`config.mk`:
```
export PLATFORM = sky130hd
export DESIGN_NAME = conv2_relu_pool_flat
export DESIGN_NICKNAME = d
export VERILOG_FILES = /design/src/rtl/cnn_pkg.sv /design/src/rtl/conv2_relu_pool_if.sv /design/src/rtl/conv2_relu_pool_line.sv /design/src/rtl/conv2_relu_pool.sv /design/src/flat_wrapper.sv
export SDC_FILE = /design/constraint.sdc
export NUM_CORES = 1
export LEC_CHECK = 0
export CAP_MARGIN = 10
export CORE_UTILIZATION = 45
export DETAILED_ROUTE_END_ITERATION = 16
export PLACE_DENSITY = 0.72
export REMOVE_ABC_BUFFERS = 1
export SLEW_MARGIN = 15
export SYNTH_ARGS = -nofsm -noshare
export SYNTH_HDL_FRONTEND = slang
export SYNTH_HIERARCHICAL = 1
export SYNTH_SLANG_ARGS = --single-unit
```
`constraint.sdc`:
```
create_clock -name clk -period 3.8 [get_ports clk]
set_input_delay 0.57 -clock clk [delete_from_list [all_inputs] [get_ports clk]]
set_output_delay 0.57 -clock clk [all_outputs]
set_load 0.01 [all_outputs]
```
`src/rtl/cnn_pkg.sv`:
```
// Shared constants and types for the second convolution layer and its post-processing.
package cnn_pkg;

  localparam int CONV2_CH       = 3;
  localparam int CONV2_IN_BITS  = 14;
  localparam int CONV2_SUM_BITS = CONV2_IN_BITS + 1;
  localparam int CONV2_OUT_W    = 12;

  // Per-channel bias added before ReLU, fixed at build time.
  localparam logic signed [7:0] CONV2_BIAS [CONV2_CH] = '{8'sd0, 8'sd0, 8'sd5};

  typedef logic signed [CONV2_IN_BITS-1:0] conv2_in_t;
  typedef logic [CONV2_OUT_W-1:0]          conv2_pix_t;

endpackage

```
`src/rtl/conv2_relu_pool_if.sv`:
```
// Stream bundle between the conv-2 sum calculators, the pooling stage and the flatten stage.
interface conv2_relu_pool_if #(
  parameter int OUT_W = 12
);
  import cnn_pkg::*;

  logic              valid_in;
  conv2_in_t         conv_in_1;
  conv2_in_t         conv_in_2;
  conv2_in_t         conv_in_3;
  logic [OUT_W-1:0]  pool_out_1;
  logic [OUT_W-1:0]  pool_out_2;
  logic [OUT_W-1:0]  pool_out_3;
  logic              valid_out;
  logic              frame_done;

  modport master (
    output valid_in, conv_in_1, conv_in_2, conv_in_3,
    input  pool_out_1, pool_out_2, pool_out_3, valid_out, frame_done
  );

  modport slave (
    input  valid_in, conv_in_1, conv_in_2, conv_in_3,
    output pool_out_1, pool_out_2, pool_out_3, valid_out, frame_done
  );

endinterface

```
`src/rtl/conv2_relu_pool_line.sv`:
```
// One channel of 2x2/stride-2 max pooling: horizontal pair register, half-width
// line buffer holding the even-row pair maxima, and the registered window output.
module pool2x2_line #(
  parameter int IN_W  = 10,
  parameter int OUT_W = 12,
  parameter int COL_W = $clog2(IN_W + 1)
) (
  input  logic             clk,
  input  logic             rst_n,
  input  logic             valid_i,
  input  logic [COL_W-1:0] col_i,
  input  logic             row_odd_i,
  input  logic [OUT_W-1:0] pix_i,
  output logic [OUT_W-1:0] pix_o
);

  localparam int DEPTH = IN_W / 2;

  logic [OUT_W-1:0] pair_q, pair_d;
  logic [OUT_W-1:0] out_q, out_d;
  logic [OUT_W-1:0] line_mem [DEPTH];
  logic [OUT_W-1:0] pair_max;
  logic [OUT_W-1:0] above;
  logic             line_we;
  logic [COL_W-2:0] idx;

  assign idx   = col_i[COL_W-1:1];
  assign above = line_mem[idx];

  always_comb begin
    pair_d   = pair_q;
    out_d    = out_q;
    line_we  = 1'b0;
    pair_max = (pix_i > pair_q) ? pix_i : pair_q;
    if (valid_i) begin
      if (!col_i[0]) begin
        pair_d = pix_i;
      end else if (!row_odd_i) begin
        line_we = 1'b1;
      end else begin
        out_d = (pair_max > above) ? pair_max : above;
      end
    end
  end

  always_ff @(posedge clk) begin
    if (rst_n) begin
      pair_q <= '0;
      out_q  <= '0;
    end else begin
      pair_q <= pair_d;
      out_q  <= out_d;
    end
  end

  // NOTE: the line buffer has no reset; each entry is written on an even row before
  // the odd row reads it, so a reset here would only cost a wide reset fan-out.
  always_ff @(posedge clk) begin
    if (line_we) line_mem[idx] <= pair_max;
  end

  assign pix_o = out_q;

endmodule

```
`src/rtl/conv2_relu_pool.sv`:
```
// Bias + ReLU + 2x2 max pooling after the conv-2 sum calculators, three channels.
// Build option CONV2_RELU_SAT_EN: clamp post-ReLU values to OUT_W bits instead of wrapping.
module conv2_relu_pool
  import cnn_pkg::*;
#(
  parameter int IN_W  = 10,
  parameter int IN_H  = 10,
  parameter int OUT_W = CONV2_OUT_W
) (
  input  logic              clk,
  input  logic              rst_n,
  conv2_relu_pool_if.slave  bus
);

  localparam int COL_W = $clog2(IN_W + 1);
  localparam int ROW_W = $clog2(IN_H + 1);
  localparam logic [COL_W-1:0] LAST_COL = COL_W'(IN_W - 1);
  localparam logic [ROW_W-1:0] LAST_ROW = ROW_W'(IN_H - 1);
  localparam logic signed [CONV2_SUM_BITS-1:0] PIX_MAX = CONV2_SUM_BITS'((1 << OUT_W) - 1);

  logic [COL_W-1:0] col_q, col_d;
  logic [ROW_W-1:0] row_q, row_d;
  logic             s1_valid_q, s1_valid_d;
  logic             s1_last_q, s1_last_d;
  logic             s1_row_odd_q, s1_row_odd_d;
  logic [COL_W-1:0] s1_col_q, s1_col_d;
  logic [OUT_W-1:0] s1_pix_q [CONV2_CH];
  logic [OUT_W-1:0] s1_pix_d [CONV2_CH];
  logic             valid_out_q, valid_out_d;
  logic             frame_done_q, frame_done_d;
  conv2_in_t        conv_in  [CONV2_CH];
  logic [OUT_W-1:0] pool_pix [CONV2_CH];

  assign conv_in[0] = bus.conv_in_1;
  assign conv_in[1] = bus.conv_in_2;
  assign conv_in[2] = bus.conv_in_3;

  function automatic logic [OUT_W-1:0] relu_reduce(input logic signed [CONV2_SUM_BITS-1:0] s);
    logic [OUT_W-1:0] r;
    if (s < 0) begin
      r = '0;
`ifdef CONV2_RELU_SAT_EN
    end else if (s > PIX_MAX) begin
      r = '1;
`endif
    end else begin
      r = s[OUT_W-1:0];
    end
    return r;
  endfunction

  // NOTE: every always_comb output gets its default first, so no path leaves one unassigned (no latch).
  always_comb begin
    col_d        = col_q;
    row_d        = row_q;
    s1_valid_d   = bus.valid_in;
    s1_col_d     = col_q;
    s1_row_odd_d = row_q[0];
    s1_last_d    = (col_q == LAST_COL) && (row_q == LAST_ROW);
    for (int c = 0; c < CONV2_CH; c++) begin
      s1_pix_d[c] = relu_reduce({conv_in[c][CONV2_IN_BITS-1], conv_in[c]}
                                + {{(CONV2_SUM_BITS-8){CONV2_BIAS[c][7]}}, CONV2_BIAS[c]});
    end
    if (bus.valid_in) begin
      if (col_q == LAST_COL) begin
        col_d = '0;
        row_d = (row_q == LAST_ROW) ? '0 : row_q + 1'b1;
      end else begin
        col_d = col_q + 1'b1;
      end
    end
    // A window completes on the odd column of an odd row.
    valid_out_d  = s1_valid_q && s1_col_q[0] && s1_row_odd_q;
    frame_done_d = valid_out_d && s1_last_q;
  end

  // NOTE: state registers use non-blocking assignment so all flops update from pre-edge values.
  always_ff @(posedge clk) begin
    if (rst_n) begin
      col_q        <= '0;
      row_q        <= '0;
      s1_valid_q   <= 1'b0;
      s1_last_q    <= 1'b0;
      s1_row_odd_q <= 1'b0;
      s1_col_q     <= '0;
      valid_out_q  <= 1'b0;
      frame_done_q <= 1'b0;
      for (int c = 0; c < CONV2_CH; c++) s1_pix_q[c] <= '0;
    end else begin
      col_q        <= col_d;
      row_q        <= row_d;
      s1_valid_q   <= s1_valid_d;
      s1_last_q    <= s1_last_d;
      s1_row_odd_q <= s1_row_odd_d;
      s1_col_q     <= s1_col_d;
      valid_out_q  <= valid_out_d;
      frame_done_q <= frame_done_d;
      for (int c = 0; c < CONV2_CH; c++) s1_pix_q[c] <= s1_pix_d[c];
    end
  end

  for (genvar c = 0; c < CONV2_CH; c++) begin : g_ch
    pool2x2_line #(
      .IN_W  (IN_W),
      .OUT_W (OUT_W),
      .COL_W (COL_W)
    ) u_line (
      .clk       (clk),
      .rst_n     (rst_n),
      .valid_i   (s1_valid_q),
      .col_i     (s1_col_q),
      .row_odd_i (s1_row_odd_q),
      .pix_i     (s1_pix_q[c]),
      .pix_o     (pool_pix[c])
    );
  end

  assign bus.pool_out_1 = pool_pix[0];
  assign bus.pool_out_2 = pool_pix[1];
  assign bus.pool_out_3 = pool_pix[2];
  assign bus.valid_out  = valid_out_q;
  assign bus.frame_done = frame_done_q;

endmodule

```
`src/flat_wrapper.sv`:
```
// flat-port wrapper written by rule: the top's interface ports become plain ports
module conv2_relu_pool_flat import cnn_pkg::*;
#(
  parameter int IN_W  = 10,
  parameter int IN_H  = 10,
  parameter int OUT_W = CONV2_OUT_W
)
  (clk, rst_n, bus_valid_in, bus_conv_in_1, bus_conv_in_2, bus_conv_in_3, bus_pool_out_1, bus_pool_out_2, bus_pool_out_3, bus_valid_out, bus_frame_done);
  conv2_relu_pool_if #(.OUT_W(OUT_W)) bus_i ();
  input  logic clk;
  input  logic rst_n;
  input wire logic [$bits(bus_i.valid_in)-1:0] bus_valid_in;
  input wire logic [$bits(bus_i.conv_in_1)-1:0] bus_conv_in_1;
  input wire logic [$bits(bus_i.conv_in_2)-1:0] bus_conv_in_2;
  input wire logic [$bits(bus_i.conv_in_3)-1:0] bus_conv_in_3;
  output wire logic [$bits(bus_i.pool_out_1)-1:0] bus_pool_out_1;
  output wire logic [$bits(bus_i.pool_out_2)-1:0] bus_pool_out_2;
  output wire logic [$bits(bus_i.pool_out_3)-1:0] bus_pool_out_3;
  output wire logic [$bits(bus_i.valid_out)-1:0] bus_valid_out;
  output wire logic [$bits(bus_i.frame_done)-1:0] bus_frame_done;
  assign bus_i.valid_in = bus_valid_in;
  assign bus_i.conv_in_1 = bus_conv_in_1;
  assign bus_i.conv_in_2 = bus_conv_in_2;
  assign bus_i.conv_in_3 = bus_conv_in_3;
  assign bus_pool_out_1 = bus_i.pool_out_1;
  assign bus_pool_out_2 = bus_i.pool_out_2;
  assign bus_pool_out_3 = bus_i.pool_out_3;
  assign bus_valid_out = bus_i.valid_out;
  assign bus_frame_done = bus_i.frame_done;
  conv2_relu_pool #(.IN_W(IN_W), .IN_H(IN_H), .OUT_W(OUT_W)) u_core (.clk(clk), .rst_n(rst_n), .bus(bus_i));
endmodule
```
# ---- After elaboration in Yosys (flattened, before gate mapping)
# Memories as Yosys holds them, arrays and structs flattened. A register that Yosys moved wholly into a read port is not among the register bits.
# Index checks and enable logic that the tools add are counted.
dict set report classes {
  n_reduce_logical 7
  eq_ne 2
  order_cmp 9
  mux 25
  add_sub_neg 3
  bitwise_logic 4
}
# op n
set op_table {}
lappend op_table {{12-bit 2-to-1 mux} 12}
lappend op_table {{12-bit greater-than comparator} 6}
lappend op_table {{14-bit by 1-bit less-than comparator with 1-bit output, second input constant} 2}
lappend op_table {{14-bit by 4-bit adder with 15-bit output, second input constant} 1}
lappend op_table {{15-bit by 1-bit less-than comparator with 1-bit output, second input constant} 1}
lappend op_table {{3-bit 2-to-1 mux} 3}
lappend op_table {{4-bit by 1-bit adder with 4-bit output, second input constant} 2}
lappend op_table {{4-bit equality test, second input constant} 2}
lappend op_table {{1-bit 2-to-1 mux} 8}
lappend op_table {{4-bit 2-to-1 mux} 2}
lappend op_table {{1-bit logical AND} 4}
lappend op_table {{2-bit AND reduction} 2}
lappend op_table {{1-bit bitwise OR} 3}
lappend op_table {{3-bit AND reduction} 1}
lappend op_table {{1-bit inverter} 1}
dict set report word_totals {
  regBits 89
  output_inout_bits 38
  n_memories 4
  elab_cells 68
  ram_bits 216
  input_bits 45
}
# name words word_bits rd rd_clocked_by_memory_dff write_ports line_no
set memory_table {}
lappend memory_table {{u_core.g_ch[0].u_line.line_mem} 5 12 1 1 1 conv2_relu_pool_line.sv:21} ;# logic [OUT_W-1:0] line_mem [DEPTH];
lappend memory_table {{u_core.g_ch[1].u_line.line_mem} 5 12 1 1 1 conv2_relu_pool_line.sv:21}
lappend memory_table {{u_core.g_ch[2].u_line.line_mem} 5 12 1 1 1 conv2_relu_pool_line.sv:21}
lappend memory_table {u_core.s1_pix_q 3 12 3 0 3 conv2_relu_pool.sv:27} ;# logic [OUT_W-1:0] s1_pix_q [CONV2_CH];

# ---- Longest topological paths before layout
# Gate-level depths: netlist (run 1).
dict set report logic_depth {
  depth_word 5
  mapped_depth 17
  mapped_depth_nobuf 15
}

# ---- Cells and area by module
# Netlist (run 1), hierarchy kept.
# mod area_each_um2 seq_area_each_um2 instances cells_per_inst
set by_module_without_submodules {}
lappend by_module_without_submodules {{pool2x2_line (u_core.g_ch[1].u_line ...)} 3953.8 2282.2 2 309}
lappend by_module_without_submodules {{pool2x2_line (u_core.g_ch[0].u_line)} 3976.3 2282.2 1 317}
lappend by_module_without_submodules {conv2_relu_pool 1789.2 1061.0 1 173}

# ---- Worst setup path after synthesis (run 1)
# No wires, ideal clock.
dict set report synth_path {
  path_type {register -> register}
  startpoint {register u_core.g_ch[1].u_line.pair_q[1]}
  endpoint {register u_core.g_ch[1].u_line.out_q[3]}
  required_ns 3.665
  setup_slack_ns 0.168
  path_stages_with_launch 18
  setup_time_ns 0.135
  n_path_buf 2
  synth_period_minus_slack_ns 3.632
  arrival_time_ns 3.496
  cell_sequence {dfxtp_1 > inv_1 > ha_1 > nor2b_1 > o211ai_2 > a211oi_1 > o41a_1 > buf_6 > mux2i_1 > inv_1 > ha_1 > a21o_1 > a221o_1 > a221oi_2 > a32o_2 > or3_4 > buf_8 > o221ai_2}
}
dict set report synth_between {
  elab_chain_len 4
}
# element line_no
set synth_lines {}
lappend synth_lines {{from (decl)} conv2_relu_pool_line.sv:19} ;# logic [OUT_W-1:0] pair_q, pair_d;
lappend synth_lines {{from (signal assigned)} conv2_relu_pool_line.sv:51} ;# pair_q <= pair_d;
lappend synth_lines {{12-bit greater-than comparator} conv2_relu_pool_line.sv:34} ;# pair_max = (pix_i > pair_q) ? pix_i : pair_q;
lappend synth_lines {{12-bit 2-to-1 mux} conv2_relu_pool_line.sv:34}
lappend synth_lines {{via u_core.g_ch[1].u_line.pair_max[2]} conv2_relu_pool_line.sv:22} ;# logic [OUT_W-1:0] pair_max;
lappend synth_lines {{12-bit greater-than comparator} conv2_relu_pool_line.sv:41} ;# out_d = (pair_max > above) ? pair_max : above;
lappend synth_lines {{12-bit 2-to-1 mux} conv2_relu_pool_line.sv:41}
lappend synth_lines {{to (signal assigned)} conv2_relu_pool_line.sv:52} ;# out_q <= out_d;
lappend synth_lines {{to (decl)} conv2_relu_pool_line.sv:20} ;# logic [OUT_W-1:0] out_q, out_d;
# The timed path passes the listed nets, and every way through them passes these cells.
# A chain may end at the register's enable or synchronous reset.

# ---- Worst setup path after layout (run 1)
dict set report layout_path {
  startpoint {register u_core.g_ch[0].u_line.pair_q[11]}
  endpoint {register u_core.g_ch[0].u_line.out_q[3]}
}
dict set report layout_between {
  elab_chain_len 4
}
# element line_no
set layout_lines {}
lappend layout_lines {{from (decl)} conv2_relu_pool_line.sv:19}
lappend layout_lines {{from (signal assigned)} conv2_relu_pool_line.sv:51}
lappend layout_lines {{12-bit greater-than comparator} conv2_relu_pool_line.sv:34}
lappend layout_lines {{12-bit 2-to-1 mux} conv2_relu_pool_line.sv:34}
lappend layout_lines {{via u_core.g_ch[0].u_line.pair_max[2]} conv2_relu_pool_line.sv:22}
lappend layout_lines {{12-bit greater-than comparator} conv2_relu_pool_line.sv:41}
lappend layout_lines {{12-bit 2-to-1 mux} conv2_relu_pool_line.sv:41}
lappend layout_lines {{to (signal assigned)} conv2_relu_pool_line.sv:52}
lappend layout_lines {{to (decl)} conv2_relu_pool_line.sv:20}
# The timed path passes the listed nets, and every way through them passes these cells.

==> impl_summary.md, run 1 <==
Status
The flow ran to the end, but the final reports show violations. The final reports fail on setup timing.

Die
The die outline area is 0.0311 sq mm. The horizontal die dimension is 176 um. The number of standard-cell rows in the floorplan is 63. The I/O pin total is 83. The vertical die dimension is 176 um. The core footprint is 0.0298 sq mm.

The starting density of the core is 45.9%.

Worst setup path
The critical path required time is 4.25 ns. The endpoint of the most critical register-to-register path is u_core/g_ch[0].u_line/pix_o[3]$_SDFFE_PP0P_. STA classifies the critical path startpoint as a flop.

STA classifies the critical path endpoint as a flop. The startpoint of the most critical register-to-register path is u_core/g_ch[0].u_line/pair_q[11]$_SDFFE_PP0P_. The critical path is of the reg2reg type. The number of buffer and inverter instances along the worst setup path is 3. Walking the worst path, the cells encountered are inv_2 > ha_4 > nand4_1 > a211o_1 > a31oi_4 > buf_6 > mux2_4 > ha_4 > a21o_2 > a221o_1 > a221oi_2 > a32o_2 > buf_6 > a311oi_2 > o21a_1. The cell family contributing the most delay on the critical path is compound AO/OA/AOI/OAI gates.

The critical path crosses 15 cells after its start point. The number of cell instances on the worst register-to-register path is 15. On the worst path, the slowest cell contributes a delay of 0.36 ns.

Data arrives at the worst endpoint at 4.25 ns. The worst-path cell with the longest stage delay is sky130_fd_sc_hd__a211o_1. The first element of the critical path is u_core/g_ch[0].u_line/pair_q[11]$_SDFFE_PP0P_. The critical path ends at u_core/g_ch[0].u_line/pix_o[3]$_SDFFE_PP0P_. Of all nets on the critical path, the largest fanout is 4. The internal reg-to-reg setup slack is -0.007 ns.

Layout
The final instance area is 0.0178 sq mm. The layout overhead on the synthesized area is 30.1%. The layout cell share with drive strength beyond 1 is 31.4%. Across the whole layout, storage elements account for 0.00798 sq mm. The number of antenna diodes in the final layout is 0. For this run, the post-layout net count is 1,414. The filler cell count is 2,226. The multi-input combinational cell area is 0.00618 sq mm.

Routing
The detailed-route wire length per cell is 18.6 um. The total DRC errors in the routed layout is 0. In this run the remaining antenna-violating nets after routing total 0.

After detailed routing, the total wire length is 31.9 mm. The via count of the routed design is 9,527. The DRC marker count from the first detailed-route iteration is 646.

The ratio of routed vias to standard cells is 5.57. The first-pass iteration count of the detailed router is 6.

CTS
The insertion delay to the later sink of the worst-skew pair is 0.55 ns. The maximum buffer depth of the clock tree is 3. In this run the number of H-tree levels came out at 1. The TritonCTS clock tree is built. The clock tree root buffer cell is sky130_fd_sc_hd__clkbuf_16. After clock tree synthesis, the clock-pin slew on the worst setup and hold paths is 0.06 ns. Clock tree synthesis inserted a total of 30 buffers. The clock drives 305 sinks.

Logic synthesis
The share of flip-flops with an asynchronous set or reset is 0%. The average instance in the mapped netlist occupies 12.3 sq um. The distinct cell type count of the synthesized netlist is 70. Yosys mapped a number of flops with a built-in enable equal to 180. Summing every instance area after synthesis gives 0.0137 sq mm. During synthesis, Yosys emitted a total of 6 warnings. The proportion of synthesized chip area in sequential cells is 57.8%. In the synthesized netlist the dominant register cell turns out to be sky130_fd_sc_hd__edfxtp_1. In the synthesized netlist, the number of instances is 1,108. Synthesis inferred 305 register bits.

Timing
The clock skew after layout is 0.00888 ns. The relative max-transition margin is 26.6%. The final count of pins violating max slew came to 0. Setup violations remaining at the end of the flow were counted as 1. At the pin with the least slew margin, the transition time is 1.10 ns.

Static timing analysis puts the maximum clock frequency at 0.263 GHz. After layout, the minimum clock period comes to 3.81 ns. Hold timing on the final database bottoms out at a slack of 0.450 ns.

The final hold violation count was 0. Setup repair after global routing could not meet its margin everywhere. The slack of the critical path is -0.00726 ns.

After layout, the worst path uses 100% of the clock period.

Global route
After global routing the overflow that remains totals 0. The first global-routing pass estimated 48.2 mm of wire. The total global-route track usage is 19.4%.

The initial antenna violation count was 0. The via count of the first global-routing pass is 9,301. The largest net degree at the start of global routing is 36.

Hold path
The class of the tightest hold or removal check is reg2reg.

Placement
Port buffering added 80 buffers. The placed instances occupy a cell area of 0.0155 sq mm. The HPWL reported at the end of detailed placement is 20.5 mm. Routability-driven placement finished with a final weighted congestion of 0.818. The pre-CTS worst setup slack is -0.123 ns.

Power
In this run the power density over the cells is 427 mW/mm^2. VDD sags by at most 0.350 mV. The leakage power figure is 0.00639 uW. The total chip power is 7600 uW.

Job
Across the run, the number of max-cap violations was 0.
## sequential cells by signal, indices dropped and copies added, names as in the netlist
register,flops
u_core/g_ch.u_line/line_mem,180
u_core/s1_valid_q,1
u_core/s1_pix_q,36
u_core/g_ch.u_line/pix_o,36
u_core/bus.frame_done,1
u_core/col_q,4
u_core/row_q,4
u_core/s1_col_q,4
u_core/g_ch.u_line/pair_q,36
u_core/bus.valid_out,1
u_core/s1_last_q,1
u_core/s1_row_odd_q,1
## kinds of logic (layout without fill, tap and decap cells)
logic type | count (synthesis) | after routing | synth area share (%)
xor+xnor | 5 | 5 | 0.320
fa+ha+maj | 73 | 73 | 6.68
simple gates | 303 | 305 | 11.1
flops | 305 | 305 | 57.8
buf+inv | 123 | 333 | 4.07
mux | 86 | 86 | 7.89
compound gates | 213 | 213 | 12.1
## final cells by class
cell class,count,area share (%)
clock buffers,37,4.60
clock inverters,19,1.39
inverters,72,1.53
multi-input cells,682,34.7
flip-flops and latches,305,44.8
well taps,390,2.74
repair buffers,205,10.2
## power by group
group	switching [uW]	total, uW	internal, uW
Sequential	47.0	3580	3540
Clock	1240	3170	1930
Combinational	416	850	434
Total	1700	7600	5900
## worst reg2reg max path, cell delays in order, from the launching register on
cell and delay [ns]:
sky130_fd_sc_hd__dfxtp_2 0.33, sky130_fd_sc_hd__inv_2 0.05, sky130_fd_sc_hd__ha_4 0.26, sky130_fd_sc_hd__nand4_1 0.19
sky130_fd_sc_hd__a211o_1 0.36, sky130_fd_sc_hd__a31oi_4 0.23, sky130_fd_sc_hd__buf_6 0.16, sky130_fd_sc_hd__mux2_4 0.33
sky130_fd_sc_hd__ha_4 0.26, sky130_fd_sc_hd__a21o_2 0.19, sky130_fd_sc_hd__a221o_1 0.33, sky130_fd_sc_hd__a221oi_2 0.33
sky130_fd_sc_hd__a32o_2 0.26, sky130_fd_sc_hd__buf_6 0.14, sky130_fd_sc_hd__a311oi_2 0.11, sky130_fd_sc_hd__o21a_1 0.17
## per-stage QoR
stage          utilization, %  setup TNS, ns  std cells
2_1_floorplan               -         -11.91       1057
3_3_place_gp             52.1         -0.612       1630
3_5_place_dp             52.1          -1.58       1630
4_1_cts                  56.0              0       1693
5_1_grt                  59.7          -2.48       1710
6_report                 59.7       -0.00726       1710
## Yosys cell counts, types with 17 or more instances
library cell / number / area, sq um
sky130_fd_sc_hd__dfxtp_1: 125 / 2500
sky130_fd_sc_hd__o221ai_2: 20 / 300
sky130_fd_sc_hd__clkbuf_1: 27 / 101
sky130_fd_sc_hd__nand2_1: 116 / 435
sky130_fd_sc_hd__nor2b_1: 18 / 113
sky130_fd_sc_hd__and2_1: 25 / 156
sky130_fd_sc_hd__nand4_1: 17 / 106
sky130_fd_sc_hd__a221oi_1: 24 / 210
sky130_fd_sc_hd__a22oi_1: 21 / 158
sky130_fd_sc_hd__edfxtp_1: 180 / 5410
sky130_fd_sc_hd__nor2_1: 54 / 203
sky130_fd_sc_hd__ha_1: 73 / 913
sky130_fd_sc_hd__inv_1: 72 / 270
sky130_fd_sc_hd__mux2i_1: 41 / 410
sky130_fd_sc_hd__a21oi_1: 74 / 370
sky130_fd_sc_hd__mux2_2: 31 / 349
## worst min-delay path by stage
stage                                                             from                                           end  slack, ns  depth (start not counted)
final                                      u_core/s1_last_q$_SDFF_PP0_              u_core/bus.frame_done$_SDFF_PP0_       0.45                          1
after global routing      u_core/g_ch[2].u_line/pair_q[9]$_SDFFE_PP0P_  u_core/g_ch[2].u_line/pair_q[9]$_SDFFE_PP0P_       0.49                          2
after CTS                                  u_core/s1_last_q$_SDFF_PP0_              u_core/bus.frame_done$_SDFF_PP0_       0.44                          1
after detailed placement                   u_core/s1_last_q$_SDFF_PP0_              u_core/bus.frame_done$_SDFF_PP0_       0.41                          1
after global placement                     u_core/s1_last_q$_SDFF_PP0_              u_core/bus.frame_done$_SDFF_PP0_       0.42                          1
after floorplan                            u_core/s1_last_q$_SDFF_PP0_              u_core/bus.frame_done$_SDFF_PP0_       0.41                          1
## metal layers
metal / vias to the layer above / wire, um / GRT usage (%)
met1: 4689 / 13700 / 26.2
met5: - / 0 / 0
li1: 4537 / - / -
met2: 242 / 16100 / 33.2
met4: 0 / 718 / 4.57
met3: 59 / 1340 / 2.39
## placed cells by master, fill, tap and decap left out, types with 7 or more instances in the layout
cell type,synthesis,final
sky130_fd_sc_hd__edfxtp_1,180,180
sky130_fd_sc_hd__nand2_1,116,115
sky130_fd_sc_hd__buf_4,0,113
sky130_fd_sc_hd__dfxtp_1,125,89
sky130_fd_sc_hd__clkdlybuf4s50_1,0,79
sky130_fd_sc_hd__a21oi_1,74,68
sky130_fd_sc_hd__inv_1,72,56
sky130_fd_sc_hd__nor2_1,54,51
sky130_fd_sc_hd__ha_1,73,40
sky130_fd_sc_hd__ha_4,0,33
sky130_fd_sc_hd__clkbuf_16,0,31
sky130_fd_sc_hd__dfxtp_2,0,27
sky130_fd_sc_hd__mux2_2,31,26
sky130_fd_sc_hd__and2_1,25,25
sky130_fd_sc_hd__a22oi_1,21,21
sky130_fd_sc_hd__mux2i_4,0,21
sky130_fd_sc_hd__o221ai_2,20,21
sky130_fd_sc_hd__mux2i_1,41,18
sky130_fd_sc_hd__nand4_1,17,17
sky130_fd_sc_hd__nand3_1,16,16
sky130_fd_sc_hd__a221oi_1,24,16
sky130_fd_sc_hd__nor2b_1,18,15
sky130_fd_sc_hd__inv_2,0,15
sky130_fd_sc_hd__mux4_2,13,13
sky130_fd_sc_hd__a221oi_2,3,11
sky130_fd_sc_hd__o21ai_0,11,9
sky130_fd_sc_hd__nand2b_1,9,9
sky130_fd_sc_hd__buf_6,7,9
sky130_fd_sc_hd__dfxtp_4,0,9
sky130_fd_sc_hd__clkinv_2,0,8
sky130_fd_sc_hd__o31ai_1,7,7
sky130_fd_sc_hd__o21a_1,7,7
## timing repair
item,4_1_cts,5_1_grt
buffers inserted,7,17
endpoints found under the setup margin,36,36
pin swaps,7,48
gates cloned,0,2
hold buffers,0,0
resized for setup,10,186
No activity file was read; power rests on OpenSTA's default activity.
==> run 2, diff against run 1 <==
clock period = 3.5 ns   (was 3.8 ns; I/O delays follow)
==> run 2 against run 1 <==
Against the previous run: the flow still finishes with violations (setup timing); sequential cell count stayed put; first-iteration DRC count is 5.4% lower; clock power is 3% lower; critical path depth is 1 higher; count of clock-buffer cells in the layout is 7 lower; worst hold slack worse by 0.0088 ns; combinational power is 21% higher; register-to-register slack worse by 0.20 ns; cell area is 3.9% higher; power is 5.0% higher; cell count is 6.5% higher; sequential share of layout area is 1.9 points lower; critical endpoint is now u_core/g_ch[0].u_line/pix_o[2]$_SDFFE_PP0P_; largest power group unchanged; highest routed layer unchanged.
==> impl_summary.md, run 2 (synthesized netlist as in run 1, its figures left out) <==
Routing
The via count of the routed design is 9,903 (was 9,527). The first-pass iteration count of the detailed router came to 4 (was 6). The number of antenna-violating nets in the routed design came to 0 (unchanged). The total DRC errors in the routed layout was 0 (unchanged). The detailed-route wire length per cell is 17.6 um (was 18.6 um).

The DRC marker count from the first detailed-route iteration is 611 (was 646). The ratio of routed vias to standard cells came to 5.44 (was 5.57). The post-detailed-routing wire length is 32.1 mm (was 31.9 mm).

Timing
The final hold violation count is 0 (unchanged). The maximum frequency from static timing analysis is 0.269 GHz (was 0.263 GHz). The pin slew with the least headroom to its limit was 1.10 ns (about the same). The setup TNS after final layout was -5.63 ns (was -0.00726 ns). The slack of the critical path came to -0.212 ns (was -0.00726 ns). The relative max-transition margin is 26.0% (was 26.6%).

The final critical-path required period is 3.71 ns (was 3.81 ns). The period utilization was 106% (was 100%). Setup repair after global routing missed its margin: true (unchanged). The final count of pins violating max slew is 0 (unchanged). The total setup violations reported at the end of the flow is 36 (was 1). The clock skew after layout is 0.0231 ns (was 0.00888 ns).

Layout
The layout overhead on the synthesized area was 35.1% (was 30.1%). The total inserted antenna cells is 0 (unchanged). The number of flip-flops in the largest register came to 180 (unchanged).

The number of nets at the end of the flow is 1,526 (was 1,414). The final instance area is 0.0185 sq mm (was 0.0178 sq mm). The leading cell type in the layout, fill and taps excluded is sky130_fd_sc_hd__buf_4 (was sky130_fd_sc_hd__edfxtp_1). The layout cell share with drive strength beyond 1 is 36.2% (was 31.4%). Most used cells in the layout excluding fill and tap cells: sky130_fd_sc_hd__buf_4 (223), sky130_fd_sc_hd__edfxtp_1 (180), sky130_fd_sc_hd__nand2_1 (115) (was sky130_fd_sc_hd__edfxtp_1 (180), sky130_fd_sc_hd__nand2_1 (115), sky130_fd_sc_hd__buf_4 (113)). The register containing the most flip-flops in the final layout was u_core/g_ch.u_line/line_mem (unchanged).

Worst setup path
The first element of the critical path is u_core/g_ch[0].u_line/pair_q[9]$_SDFFE_PP0P_ (was u_core/g_ch[0].u_line/pair_q[11]$_SDFFE_PP0P_). The endpoint of the most critical register-to-register path is u_core/g_ch[0].u_line/pix_o[2]$_SDFFE_PP0P_ (was u_core/g_ch[0].u_line/pix_o[3]$_SDFFE_PP0P_). The critical setup path kind was reg2reg (unchanged). The number of buffer and inverter instances along the worst setup path is 4 (was 3). The delay of the slowest cell on the worst path is 0.37 ns (was 0.36 ns).

The arrival time of data at the critical path endpoint is 4.15 ns (was 4.25 ns). The critical path required time is 3.94 ns (was 4.25 ns). Cells traversed along the worst timing path: inv_2 > ha_4 > nand4_1 > buf_4 > nand2b_4 > a31oi_4 > buf_6 > mux2_4 > ha_4 > and3_4 > a221o_1 > a221oi_2 > a32o_2 > buf_6 > a311oi_2 > o21a_1 (was inv_2 > ha_4 > nand4_1 > a211o_1 > a31oi_4 > buf_6 > mux2_4 > ha_4 > a21o_2 > a221o_1 > a221oi_2 > a32o_2 > buf_6 > a311oi_2 > o21a_1). The worst-path cell with the longest stage delay is sky130_fd_sc_hd__a221o_1 (was sky130_fd_sc_hd__a211o_1). The critical path launch point type was a flop (unchanged). The internal reg-to-reg setup slack is -0.21 ns (was -0.007 ns). The endpoint type of the worst setup path is a flop (unchanged).

The worst-path maximum fanout is 4 (unchanged). The startpoint of the most critical register-to-register path is u_core/g_ch[0].u_line/pair_q[9]$_SDFFE_PP0P_ (was u_core/g_ch[0].u_line/pair_q[11]$_SDFFE_PP0P_). The cell family contributing the most delay on the critical path is compound AO/OA/AOI/OAI gates (unchanged).

The number of cell instances on the worst register-to-register path came to 16 (was 15).

CTS
The insertion delay to the later sink of the worst-skew pair is 0.56 ns (was 0.55 ns). The number of H-tree levels is 1 (unchanged). The clock tree root buffer cell is sky130_fd_sc_hd__clkbuf_16 (unchanged).

The maximum buffer depth of the clock tree is 3 (unchanged). The clock-pin slew reported for the worst setup and hold paths after clock tree synthesis came to 0.06 ns (about the same). The number of hold buffers added after cts came to 0 (unchanged). The number of clock sinks seen by CTS is 305 (unchanged). The TritonCTS clock tree is built (unchanged). The clock buffer count from CTS came to 30 (unchanged).

Placement
The final weighted congestion in routability-driven placement was 0.840 (was 0.818). The HPWL reported at the end of detailed placement is 20.9 mm (was 20.5 mm). The area after detailed placement is 0.0163 sq mm (was 0.0155 sq mm). The count of buffers inserted at the top-level ports is 80 (unchanged).

Global route
The via count of the first global-routing pass is 9,964 (was 9,301). The global-route wire length before repair came to 50.8 mm (was 48.2 mm). The total grt overflow came to 0 (unchanged). The initial antenna violation count is 0 (unchanged).

The largest net degree at the start of global routing came to 54 (was 36). The total global-route track usage came to 20.5% (was 19.4%).

Die
The number of standard-cell rows in the floorplan is 63 (unchanged). The starting density of the core is 45.9% (unchanged). The core footprint is 0.0298 sq mm (unchanged).

The die outline area is 0.0311 sq mm (unchanged). The vertical die dimension is 176 um (unchanged). The I/O pin total came to 83 (unchanged). The horizontal die dimension came to 176 um (unchanged).

Hold path
The class of the tightest hold or removal check is reg2reg (unchanged). The hold path startpoint is u_core/s1_last_q$_SDFF_PP0_ (unchanged). The hold-critical path depth is 1 (unchanged). The worst hold path endpoint is u_core/bus.frame_done$_SDFF_PP0_ (unchanged).

Power
The leakage power figure came to 0.00689 uW (was 0.00639 uW). The peak supply drop is 0.273 mV (was 0.350 mV). The power density over the cells was 432 mW/mm^2 (was 427 mW/mm^2).

Status
Failing checks: setup timing (unchanged). Result of the run: finished with violations (unchanged).

Job
The max-cap check violation count came to 0 (unchanged).
run 2: changes by cell type in the layout (fill, tap and decap cells not counted), moves of 3 or more:
cell                        before  now
sky130_fd_sc_hd__buf_4         113  223
sky130_fd_sc_hd__dfxtp_1        89  101
sky130_fd_sc_hd__dfxtp_4         9    1
sky130_fd_sc_hd__inv_1          56   49
sky130_fd_sc_hd__mux2i_4        21   14
sky130_fd_sc_hd__mux2i_1        18   24
sky130_fd_sc_hd__bufinv_16       6    2
sky130_fd_sc_hd__clkbuf_1        4    0
sky130_fd_sc_hd__clkinv_1        2    6
sky130_fd_sc_hd__dfxtp_2        27   23
sky130_fd_sc_hd__inv_4           1    5
sky130_fd_sc_hd__a21oi_2         6    3
sky130_fd_sc_hd__inv_2          15   18
run 2: timing repair:
action,4_1_cts,5_1_grt
pin swaps,52,49
gates cloned,2,0
setup endpoints to repair,36,36
resized for setup,132,50
buffers inserted,26,11
run 2: metrics by stage:
step	std cells	worst slack, ns	hold slack [ns]	total power (uW)	utilization, %
2_1_floorplan	1057	-0.738	0.406	4330	-
3_3_place_gp	1727	-0.263	0.417	4680	54.6
3_5_place_dp	1727	-0.380	0.420	4700	54.6
4_1_cts	1811	-0.174	0.442	7960	60.8
5_1_grt	1822	-0.341	0.453	8270	62.0
6_report	1822	-0.212	0.441	7980	62.0
run 2: per-layer routing:
layer | GRT usage [%] | up-vias | wire (um)
met5 | 0 | - | 0
met4 | 6.85 | 0 | 938
met3 | 2.97 | 78 | 1450
met2 | 35.0 | 218 | 15800
met1 | 26.7 | 4850 | 13900
li1 | - | 4757 | -
run 2: worst max path at each step:
stage | end | depth (start not counted)
final | u_core/g_ch[0].u_line/pix_o[2]$_SDFFE_PP0P_ | 16
after global routing | u_core/g_ch[0].u_line/pix_o[2]$_SDFFE_PP0P_ | 16
after detailed placement | u_core/g_ch[0].u_line/pix_o[0]$_SDFFE_PP0P_ | 13
after floorplan | u_core/g_ch[0].u_line/pix_o[0]$_SDFFE_PP0P_ | 11
after global placement | u_core/g_ch[0].u_line/pix_o[0]$_SDFFE_PP0P_ | 15
after CTS | u_core/g_ch[0].u_line/pix_o[9]$_SDFFE_PP0P_ | 16
run 2: area by class of cell:
type / instances / area [sq um]
sequential: 305 / 7940
clock inverter: 26 / 206
timing repair buffer: 317 / 2660
clock buffer: 30 / 751
multi-input combinational: 682 / 6150
tap: 390 / 488
inverter: 72 / 283
fill: 2211 / 11300
run 2: where the power goes:
part           internal (uW)  switching [uW]  leakage (uW)
clock network           1720            1360      0.000465
logic                    542             485       0.00374
registers               3840            35.3       0.00268
